## src/rtl/srl_fifo_pkg.sv

```systemverilog
// Shared defaults and sizing helpers for the addressable shift-register FIFO.
package srl_fifo_pkg;

    localparam int unsigned SRL_DEFAULT_WIDTH = 8;
    localparam int unsigned SRL_DEFAULT_DEPTH = 4;

    // The tap address needs at least one bit, even for the smallest store.
    function automatic int unsigned addr_bits(input int unsigned depth);
        return (depth > 1) ? $clog2(depth) : 1;
    endfunction

endpackage

```

## src/rtl/srl_fifo_store.sv

```systemverilog
// Addressable shift register: new words enter at index 0, and any stored word
// can be read combinationally by tap address.
module ShiftRegAddr
    import srl_fifo_pkg::*;
#(
    parameter int unsigned Width = SRL_DEFAULT_WIDTH,
    parameter int unsigned Depth = SRL_DEFAULT_DEPTH,
    parameter int unsigned AddrW = addr_bits(Depth)
) (
    input  logic             clk_i,
    input  logic             en_i,
    input  logic [Width-1:0] d_i,
    input  logic [AddrW-1:0] addr_i,
    output logic [Width-1:0] q_o
);

    logic [Width-1:0] mem_q [Depth];
    logic [Width-1:0] mem_d [Depth];

    always_comb begin
        mem_d = mem_q;
        if (en_i) begin
            mem_d[0] = d_i;
            for (int unsigned i = 1; i < Depth; i++) begin
                mem_d[i] = mem_q[i-1];
            end
        end
    end

    // Contents are intentionally left unreset; only addresses below the
    // controller's count are ever consumed.
    always_ff @(posedge clk_i) begin
        mem_q <= mem_d;
    end

    always_comb begin
        q_o = '0;
        if (32'(addr_i) < Depth) begin
            q_o = mem_q[addr_i];
        end
    end

endmodule

```

## src/rtl/srl_fifo.sv

```systemverilog
// Elastic FIFO: shift-register store plus a registered output stage, with a
// bypass so a word written into an empty FIFO appears after a single edge.
module srl_fifo
    import srl_fifo_pkg::*;
#(
    parameter int unsigned Width = SRL_DEFAULT_WIDTH,
    parameter int unsigned Depth = SRL_DEFAULT_DEPTH
) (
    input  logic                       clk_i,
    input  logic                       rst_i,
    input  logic                       s_valid_i,
    output logic                       s_ready_o,
    input  logic [Width-1:0]           s_data_i,
    output logic                       m_valid_o,
    input  logic                       m_ready_i,
    output logic [Width-1:0]           m_data_o,
    output logic [$clog2(Depth+2)-1:0] count_o
);

    localparam int unsigned CntW  = $clog2(Depth + 1);
    localparam int unsigned OutW  = $clog2(Depth + 2);
    localparam int unsigned AddrW = addr_bits(Depth);

    logic [CntW-1:0]  cnt_q, cnt_d;
    logic             out_valid_q, out_valid_d;
    logic [Width-1:0] out_data_q, out_data_d;

    logic             store_empty;
    logic             store_full;
    logic             push;
    logic             load;
    logic             shift_in;
    logic             shift_out;
    logic             store_en;
    logic [AddrW-1:0] tap_addr;
    logic [Width-1:0] tap_data;

    ShiftRegAddr #(
        .Width (Width),
        .Depth (Depth),
        .AddrW (AddrW)
    ) u_store (
        .clk_i  (clk_i),
        .en_i   (store_en),
        .d_i    (s_data_i),
        .addr_i (tap_addr),
        .q_o    (tap_data)
    );

    always_comb begin
        store_empty = (cnt_q == '0);
        store_full  = (cnt_q == CntW'(Depth));
        push        = s_valid_i & ~store_full;
        load        = (~out_valid_q | m_ready_i) & (~store_empty | push);
        // A word written while the store is empty and the output stage can
        // take it goes straight to the output register and never shifts in.
        shift_in    = push & ~(load & store_empty);
        shift_out   = load & ~store_empty;
        store_en    = shift_in & ~rst_i;
        tap_addr    = AddrW'(cnt_q - CntW'(1));

        cnt_d = cnt_q;
        if (shift_in && !shift_out) begin
            cnt_d = cnt_q + CntW'(1);
        end else if (shift_out && !shift_in) begin
            cnt_d = cnt_q - CntW'(1);
        end

        out_valid_d = load | (out_valid_q & ~m_ready_i);
        out_data_d  = out_data_q;
        if (load) begin
            out_data_d = store_empty ? s_data_i : tap_data;
        end
    end

    always_ff @(posedge clk_i) begin
        if (rst_i) begin
            cnt_q       <= '0;
            out_valid_q <= 1'b0;
            out_data_q  <= '0;
        end else begin
            cnt_q       <= cnt_d;
            out_valid_q <= out_valid_d;
            out_data_q  <= out_data_d;
        end
    end

    assign s_ready_o = ~store_full;
    assign m_valid_o = out_valid_q;
    assign m_data_o  = out_data_q;
    assign count_o   = OutW'(cnt_q) + OutW'(out_valid_q);

endmodule

```

## config.mk

```make
export PLATFORM = sky130hd
export DESIGN_NAME = srl_fifo
export DESIGN_NICKNAME = d
export VERILOG_FILES = /design/src/rtl/srl_fifo_pkg.sv /design/src/rtl/srl_fifo_store.sv /design/src/rtl/srl_fifo.sv
export SDC_FILE = /design/constraint.sdc
export NUM_CORES = 1
export LEC_CHECK = 0
export ABC_CLOCK_PERIOD_IN_PS = 4200
export BUFFER_PORTS_ARGS = -buffer_cell sky130_fd_sc_hd__clkbuf_2
export CAP_MARGIN = 20
export CELL_PAD_IN_SITES_DETAIL_PLACEMENT = 1
export CELL_PAD_IN_SITES_GLOBAL_PLACEMENT = 1
export CORE_ASPECT_RATIO = 1.4
export CORE_MARGIN = 3
export CORE_UTILIZATION = 46
export CTS_CLUSTER_DIAMETER = 50
export CTS_CLUSTER_SIZE = 10
export DETAILED_ROUTE_END_ITERATION = 16
export HOLD_SLACK_MARGIN = 0.12
export PLACE_DENSITY = 0.78
export SETUP_SLACK_MARGIN = 0.1
export SYNTH_ARGS = -nofsm -noshare
export SYNTH_HDL_FRONTEND = slang
export SYNTH_SLANG_ARGS = --single-unit
```

## constraint.sdc

```tcl
create_clock -name clk_i -period 4.2 [get_ports clk_i]
set_input_delay 0.84 -clock clk_i [delete_from_list [all_inputs] [get_ports clk_i]]
set_output_delay 0.84 -clock clk_i [all_outputs]
set_load 0.03 [all_outputs]
```

==> impl_metrics.py <==
metrics = {
    "clock_network": {
        "post_cts.repair.setup_buffers": 0,
        "postCtsResizedCells": 0,
        "maximum_buffer_depth_of_the_clock_tree": 2,
        "count_of_h_tree_levels_built_during_cts": 2,
        "ctsHoldBuffers": 0,
        "clock_latency_ns": 0.30,
        "cts_buffers": 5,
        "clock_sink_count": 44,
        "clk_pin_slew_worst_paths_ns": 0.08,
        "cts_tree": "built",
        "clock_tree.root_cell": "clkbuf_8",
    },
    "die": {
        "design.die.area_sq_um": 4760,
        "design.portCount": 25,
        "row_count": 26,
        "floorplan.die.height_microns": 80.4,
        "start_util_pct": 48.6,
        "horizontal_die_dimension_microns": 59.2,
        "core-area_sq_um": 3740,
    },
    "final_layout": {
        "n_antenna_cell": 0,
        "area_growth_pct": 14.9,
        "multi_input_area_sq_um": 552,
        "fillers": 373,
        "footprint_of_the_flip_flops_and_latches_sq_um": 1200,
        "share_of_the_core_filled_with_cells_in_the_final_layout_pct": 55.9,
        "final_nets": 163,
        "post_route_cells_drive_above_1_share_pct": 31.5,
    },
    "setup_path": {
        "crit_buf_inv": 2,
        "cp_data_required_time_ns": 3.36,
        "timing.critical_path.fanout_max": 7,
        "worst_path_dominant_cell_family": "flip-flops",
        "timing_worst_setup_path_type": "reg2out",
        "cpMaxStageDelayCell": "dfxtp_1",
        "crit_path_frequent_cell": "ha_1",
        "timing.critical_path.from_type": "register",
        "worst_path_largest_cell_delay_ns": 0.55,
        "endpoint_kind": "output pin",
        "path_cells": "buf_4 > ha_1 > ha_1 > xor2_1 > clkbuf_2",
        "setup.reg_to_reg.worst_slack_ns": 1.76,
        "timing.critical_path.arrival_ns": 1.81,
    },
    "routing": {
        "detail_route.wl_per_cell_microns": 20.9,
        "router_iterations_before_antenna_repair": 4,
        "detail_route.drc_violations": 0,
        "via_count": 1072,
        "detail_route.vias_per_cell": 5.70,
        "initialDrtViolationCount": 54,
        "ant_nets": 0,
        "route.final.wire_length_mm": 3.94,
    },
    "grt": {
        "wire_length_of_the_first_global_routing_pass_mm": 6.42,
        "via_count_of_the_first_global_routing_pass": 1222,
        "grt_usage_pct": 19.1,
        "grt_start_max_net_pins": 23,
        "groute.layer.met2.usage_pct": 31.5,
        "grt_use_met3_pct": 4.50,
        "number_of_antenna_violations_at_the_first_check_in_global_routing": 0,
        "overflow": 0,
        "global_route.peak_usage_layer": "met2",
        "global_route.usage.met1_pct": 23.8,
    },
    "sta": {
        "achievable-frequency_mhz": 377,
        "finalCriticalPeriod_ns": 2.65,
        "finalSetupViolCount": 0,
        "slew_viol_final": 0,
        "max_slew_margin_pct": 60.2,
        "worst_pin_slew_ns": 0.593,
        "finalHoldViolations": 0,
        "post-route-worst-setup-slack_ns": 1.55,
        "fin_skew_ns": 0.00691,
        "setup_repair_after_global_routing_missed_its_margin": "false",
        "fin_tns_setup_ns": 0,
        "timing.final.crit_share_pct": 63.2,
    },
    "run_status": {
        "outcome": "completed",
    },
    "place": {
        "placement.setup.worst_slack_ns": 1.48,
        "routabilityCongestion": 0.761,
        "port_buffers": 24,
        "post-dp-hpwl_mm": 2.68,
    },
    "run": {
        "timing.max_cap.violations": 0,
    },
    "logic_synthesis": {
        "most_numerous_cell_types_in_the_synthesized_netlist": "edfxtp_1, dfxtp_1, inv_1",
        "mappedNetlistNets": 134,
        "yosysTopAreaCell": "edfxtp_1",
        "synthesized_cell_area_sq_um": 1820,
        "ys_seq_elements": 44,
        "ys_seq_area_share_pct": 66.0,
        "ys.warnings.count": 0,
        "post_synth_main_area_contributors": "edfxtp_1, dfxtp_1, mux4_2",
        "synth.most_common_cell": "edfxtp_1",
        "synth_enable_flop_cells": 32,
        "synth.lib_cells_used.distinct": 31,
        "netlist_instances": 116,
        "synthesis.area_per_instance_sq_um": 15.7,
        "dominantRegCellSynth": "edfxtp_1",
        "async_reset_ff_share_pct": 0,
        "synth_largest_type_area_fraction_pct": 52.8,
    },
    "power_and_ir_drop": {
        "p_per_area_nw_per_um2": 727,
        "worst_ir_drop_vdd_v": 0.000493,
        "p_leak_uw": 0.000808,
    },
    "hold_path": {
        "hold_path_class": "reg2reg",
    },
}
==> kinds of logic (layout without fill, tap and decap cells) <==
family,Yosys count,in the layout,synth area share [%]
flip-flops,44,44,66.0
AO/OA/AOI/OAI,23,23,9.01
AND/OR/NAND/NOR,15,15,5.02
buffers and inverters,15,45,3.78
multiplexers,10,10,10.6
adder cells (fa/ha/maj),6,6,4.13
XOR/XNOR,3,3,1.44
==> metal layers <==
metal | vias to the layer above | part of all wire, %
met5 | - | 0
met4 | 0 | 1.7
met3 | 6 | 3.6
met2 | 24 | 52
met1 | 541 | 43
li1 | 501 | -
==> path summary, 6_finish.rpt <==
check	cells after the start	end	startpoint
min	0	u_store.mem_q[23]	u_store.mem_q[31]
max	5	count_o[2]	cnt_q[0]
max reg2reg	6	u_store.mem_q[7]	cnt_q[0]
min reg2reg	0	u_store.mem_q[23]	u_store.mem_q[31]
==> placed cells by master (no fill, tap or decap), types with 2 or more instances in the layout <==
| master | count |
|---|---|
| edfxtp_1 | 32 |
| clkbuf_2 | 24 |
| dfxtp_1 | 12 |
| inv_1 | 11 |
| a22oi_1 | 7 |
| o22ai_1 | 7 |
| mux4_2 | 6 |
| ha_1 | 6 |
| clkbuf_8 | 5 |
| nor2_1 | 4 |
| xor2_1 | 3 |
| nand2_1 | 2 |
| nor2b_2 | 2 |
| a21oi_1 | 2 |
| or3_1 | 2 |
| mux2i_1 | 2 |
| o21ai_0 | 2 |
| buf_4 | 2 |
==> flip-flops by register name (all words and copies together) (netlist names) <==
register / cells
u_store.mem_q: 32
m_data_o: 8
cnt_q: 3
m_valid_o: 1
==> final cells by class <==
cell class / count / share of cell area, %
Clock buffer: 6 / 3.47
Clock inverter: 2 / 1.68
Inverter: 11 / 1.98
Multi-Input combinational cell: 57 / 26.4
Sequential cell: 44 / 57.5
Tap cell: 42 / 2.51
Timing Repair Buffer: 26 / 6.47
==> report_power, final <==
part | leakage, uW | switching (uW) | internal, uW
Combinational | 0.000360 | 359 | 227
Sequential | 0.000393 | 57.1 | 557
Clock | 0.0000552 | 142 | 177
Total | 0.000808 | 558 | 960
==> through the flow <==
stage	instance area, sq um	hold WS [ns]	std cells	total power, uW
floorplan	1820	0.417	116	1060
global placement	1980	0.429	180	1180
detailed placement	1980	0.441	180	1210
CTS	2090	0.459	188	1540
global route	2090	0.463	188	1610
finish	2090	0.459	188	1520
No activity file was read; power rests on OpenSTA's default activity.
